File: config.mk
export PLATFORM = sky130hd
export DESIGN_NAME = l1_sdram_arbiter
export DESIGN_NICKNAME = d
export VERILOG_FILES = /design/src/rtl/l1_sdram_arbiter.sv
export SDC_FILE = /design/constraint.sdc
export NUM_CORES = 1
export LEC_CHECK = 0
export ABC_CLOCK_PERIOD_IN_PS = 6000
export BUFFER_PORTS_ARGS = -buffer_cell sky130_fd_sc_hd__buf_2
export CAP_MARGIN = 10
export CORE_ASPECT_RATIO = 0.8
export CORE_UTILIZATION = 47
export DETAILED_ROUTE_END_ITERATION = 8
export PLACE_DENSITY_LB_ADDON = 0.25
export SETUP_SLACK_MARGIN = 0.1
export SKIP_LAST_GASP = 1
export SYNTH_ARGS = -nofsm -noshare
export SYNTH_HDL_FRONTEND = slang
export SYNTH_SLANG_ARGS = --single-unit
File: constraint.sdc
create_clock -name clk -period 6 [get_ports clk]
set_clock_uncertainty 0.15 [all_clocks]
set_input_delay 1.2 -clock clk [delete_from_list [all_inputs] [get_ports clk]]
set_output_delay 1.2 -clock clk [all_outputs]
set_load 0.005 [all_outputs]
File: src/rtl/l1_sdram_arbiter.sv
// Two-port arbiter sharing one SDRAM controller bus between the L1 I-cache and D-cache.
// Tie policy: ARB_ROUND_ROBIN_EN defined -> round robin, undefined -> data port always wins.
module l1_sdram_arbiter #(
  parameter int ADDR_W = 32,
  parameter int DATA_W = 32
) (
  input  logic              clk,
  input  logic              reset,
  input  logic [ADDR_W-1:0] i_addr,
  input  logic [DATA_W-1:0] i_data,
  input  logic              i_we,
  input  logic              i_start,
  output logic [DATA_W-1:0] i_q,
  output logic              i_done,
  input  logic [ADDR_W-1:0] d_addr,
  input  logic [DATA_W-1:0] d_data,
  input  logic              d_we,
  input  logic              d_start,
  output logic [DATA_W-1:0] d_q,
  output logic              d_done,
  output logic [ADDR_W-1:0] sdc_addr,
  output logic [DATA_W-1:0] sdc_data,
  output logic              sdc_we,
  output logic              sdc_start,
  input  logic [DATA_W-1:0] sdc_q,
  input  logic              sdc_done
);

  localparam logic [1:0] IDLE   = 2'd0;
  localparam logic [1:0] BUSY_I = 2'd1;
  localparam logic [1:0] BUSY_D = 2'd2;
  localparam logic [1:0] GAP    = 2'd3;

  localparam logic LG_I = 1'b0;
  localparam logic LG_D = 1'b1;

  logic [1:0]        state_q, state_d;
  logic              last_grant_q, last_grant_d;
  logic [ADDR_W-1:0] sdc_addr_q, sdc_addr_d;
  logic [DATA_W-1:0] sdc_data_q, sdc_data_d;
  logic              sdc_we_q, sdc_we_d;
  logic              sdc_start_q, sdc_start_d;
  logic [DATA_W-1:0] i_q_q, i_q_d;
  logic [DATA_W-1:0] d_q_q, d_q_d;
  logic              i_done_q, i_done_d;
  logic              d_done_q, d_done_d;

  logic pick_d_on_tie;
  logic grant_i;
  logic grant_d;

  always_comb begin
`ifdef ARB_ROUND_ROBIN_EN
    pick_d_on_tie = (last_grant_q == LG_I);
`else
    pick_d_on_tie = 1'b1;
`endif
    grant_d = d_start & (~i_start | pick_d_on_tie);
    grant_i = i_start & ~grant_d;
  end

  always_comb begin
    state_d      = state_q;
    last_grant_d = last_grant_q;
    sdc_addr_d   = sdc_addr_q;
    sdc_data_d   = sdc_data_q;
    sdc_we_d     = sdc_we_q;
    sdc_start_d  = sdc_start_q;
    i_q_d        = i_q_q;
    d_q_d        = d_q_q;
    i_done_d     = 1'b0;
    d_done_d     = 1'b0;
    case (state_q)
      IDLE: begin
        if (grant_d) begin
          sdc_addr_d  = d_addr;
          sdc_data_d  = d_data;
          sdc_we_d    = d_we;
          sdc_start_d = 1'b1;
          state_d     = BUSY_D;
        end else if (grant_i) begin
          sdc_addr_d  = i_addr;
          sdc_data_d  = i_data;
          sdc_we_d    = i_we;
          sdc_start_d = 1'b1;
          state_d     = BUSY_I;
        end
      end
      BUSY_I: begin
        if (sdc_done) begin
          i_q_d        = sdc_q;
          i_done_d     = 1'b1;
          sdc_addr_d   = '0;
          sdc_data_d   = '0;
          sdc_we_d     = 1'b0;
          sdc_start_d  = 1'b0;
          last_grant_d = LG_I;
          state_d      = GAP;
        end
      end
      BUSY_D: begin
        if (sdc_done) begin
          d_q_d        = sdc_q;
          d_done_d     = 1'b1;
          sdc_addr_d   = '0;
          sdc_data_d   = '0;
          sdc_we_d     = 1'b0;
          sdc_start_d  = 1'b0;
          last_grant_d = LG_D;
          state_d      = GAP;
        end
      end
      // Turnaround: a start still held by the just-finished requester is not re-granted.
      GAP:     state_d = IDLE;
      default: state_d = IDLE;
    endcase
  end

  always_ff @(posedge clk or posedge reset) begin
    if (reset) begin
      state_q      <= IDLE;
      last_grant_q <= LG_I;
      sdc_addr_q   <= '0;
      sdc_data_q   <= '0;
      sdc_we_q     <= 1'b0;
      sdc_start_q  <= 1'b0;
      i_q_q        <= '0;
      d_q_q        <= '0;
      i_done_q     <= 1'b0;
      d_done_q     <= 1'b0;
    end else begin
      state_q      <= state_d;
      last_grant_q <= last_grant_d;
      sdc_addr_q   <= sdc_addr_d;
      sdc_data_q   <= sdc_data_d;
      sdc_we_q     <= sdc_we_d;
      sdc_start_q  <= sdc_start_d;
      i_q_q        <= i_q_d;
      d_q_q        <= d_q_d;
      i_done_q     <= i_done_d;
      d_done_q     <= d_done_d;
    end
  end

  assign sdc_addr  = sdc_addr_q;
  assign sdc_data  = sdc_data_q;
  assign sdc_we    = sdc_we_q;
  assign sdc_start = sdc_start_q;
  assign i_q       = i_q_q;
  assign d_q       = d_q_q;
  assign i_done    = i_done_q;
  assign d_done    = d_done_q;

endmodule
==> summary.txt <==
Final layout
  – Antenna cell count: 0
  – Multi-input combinational cell area: 2700 um2
  – Register Area: 3350 um2
  – FILL cells: 1014
  – Area added between synthesis and finish: 35.0%
  – Nets@finish: 913
  – Core Util, Final: 65.6%
  – Layout cells sized above 1: 61.9%

STA
  – RSZ-0062 raised after global routing: no
  – Setup TNS: 0 ns
  – Max Fclk: 293 MHz
  – Worst rel slew slack: 27.6%
  – Final period utilization: 56.8%
  – Tmin final: 3.41 ns
  – Worst hold slack: 0.349 ns
  – Final hold violations: 0
  – Final setup vio count: 0
  – Pin slew with the least headroom to its limit: 1.09 ns
  – Slew Viols, Final: 0

Drt
  – WL per Instance: 15.6 um
  – 1st-pass router iterations: 4
  – Vias: 4533
  – DRC: 0
  – Antenna viol nets, final: 0
  – Via/cell ratio: 4.88
  – Initial DRC Count: 137
  – Routed Wire Length: 14500 um

Die
  – I/O pins: 299
  – Die area: 13800 um2
  – Total core area: 12900 um2
  – Chip Width: 131 um
  – Die height: 105 um
  – Row count: 37
  – Initial Utilization: 48.6%

Power and ir drop
  – Maximum VDD drop: 408 uV
  – PD cells: 577 nW/um2
  – Leakage power: 4.59 nW

Synth
  – Synth top area share: 53.5%
  – Post-synth EDFFs: 0
  – Synthesized area: 6270 um2
  – Mean Syn Cell Area: 14.0 um2
  – Async SR Flop Fraction: 100%
  – Register area share after synthesis: 53.5%
  – Largest cells by area after synthesis: dfrtp_1 53%, mux2_2 14%, mux2_4 12%
  – Yosys warns: 0
  – Yosys reg bits: 134
  – Syn_nets: 619
  – Cells after synthesis: 448
  – Most frequent cell after synthesis: dfrtp_1
  – Synth cell types: 19
  – Prevailing post-synth register cell: dfrtp_1
  – Cell taking the most area after synthesis: dfrtp_1
  – Synth top cells by count: 134 x dfrtp_1, 79 x mux2_2, 68 x mux2i_1, 68 x nor2_1, 50 x mux2_4

Clock network
  – Hold Buf Count CTS: 0
  – TritonCTS Buffers: 17
  – H-tree levels: 4
  – # clock sinks: 134
  – Setup bufs post-CTS: 0
  – Root Driver: clkbuf_16
  – Clock slew at reported path FFs: 0.06 ns
  – Later-pin clock latency in the skew report: 0.40 ns
  – Clock tree buffer depth: 2
  – Post-CTS sizing: 0
  – TritonCTS clock tree: built

Worst setup path
  – Critical path type: register to register
  – Worst path required time: 6.14 ns
  – Worst Path Max Fanout: 65
  – CP endpoint kind: register
  – CP startpoint kind: register
  – Arr. time, crit path: 3.54 ns

Job
  – Max Cap Viol: 0

Place
  – Routability Congestion: 0.817
  – Final HPWL DP: 10700 um
  – Buffers on Ports: 298

Outcome
  – Status: complete, no violations

Global route
  – Global-route wire length before repair: 23600 um
  – Largest net degree at the start of global routing: 76
  – GR Util All Layers: 21.7%
  – Final global-route overflow total: 0
  – Initial antenna violation count: 0
  – Number of global-route vias before repair: 4827

Min path
  – Worst hold path type: register to register
[sequential cells by signal, summed over array words and instances, names as in the netlist]
signal     cells
d_done         1
d_q           32
sdc_start      1
sdc_data      32
sdc_we         1
sdc_addr      32
state_q        2
i_done         1
i_q           32
[final cells by class]
class | instances | area share, %
tap | 175 | 2.59
clock buffer | 18 | 5.07
multi-input combinational | 279 | 31.9
timing repair buffer | 304 | 18.2
sequential | 134 | 39.6
inverter | 6 | 0.296
clock inverter | 13 | 2.33
[stage by stage]
step / setup slack, ns / power [mW] / cell area (um2) / cells
6_report: 2.59 / 4.89 / 8470 / 929
5_1_grt: 2.36 / 5.17 / 8470 / 929
4_1_cts: 2.60 / 4.93 / 8470 / 929
3_5_place_dp: 2.50 / 3.83 / 7840 / 898
3_3_place_gp: 2.54 / 3.73 / 7840 / 898
2_1_floorplan: 1.07 / 3.19 / 6270 / 448
[final timing paths]
path / slack, ns / cells after the start / end / from
max in group asynchronous: 3.53 / 3 / i_q[0] / reset
min in group asynchronous: 0.83 / 2 / i_q[14] / reset
worst max register to register: 2.59 / 7 / sdc_addr[24] / state_q[0]
worst min register to register: 0.35 / 1 / i_q[30] / i_q[30]
worst min-delay path: 0.35 / 1 / i_q[30] / i_q[30]
worst max-delay path: 2.59 / 7 / sdc_addr[24] / state_q[0]
[critical path: stages (launching register included)]
cell and delay [ns]:
dfrtp_1 0.36, inv_1 0.10, ha_2 0.63, buf_4 0.48, nor2_1 0.14, nor3_4 0.12, buf_4 0.84, mux2_2 0.42
[cell usage in the layout (no fill, tap or decap), types with 4 or more instances in the layout]
cell       netlist  layout
buf_2           14     297
buf_4            3       7
bufinv_16        0       4
clkbuf_16        0      17
clkinv_4         0       5
dfrtp_1        134     134
inv_1            6       5
mux2_2          79      79
mux2_4          50      50
mux2i_1         68      68
nor2_1          68      68
[layer usage]
layer	global-route usage, %	routed length (um)	vias up
li1	-	-	2133
met1	24.5	5710	2195
met2	38.8	7640	178
met3	6.16	883	27
met4	8.24	297	0
met5	0	0	-
[power breakdown]
part / switching (mW) / internal [mW]
registers: 0.209 / 1.34
clock network: 0.393 / 0.700
logic: 0.961 / 1.28
total: 1.56 / 3.32
[cell families after synthesis]
logic type / after synthesis / synth area share, %
flops: 134 / 53.5
compound gates: 4 / 0.359
fa+ha+maj: 4 / 0.798
simple gates: 74 / 4.81
mux: 197 / 37.0
buf+inv: 35 / 3.57
(Power assumes the default switching activity.)
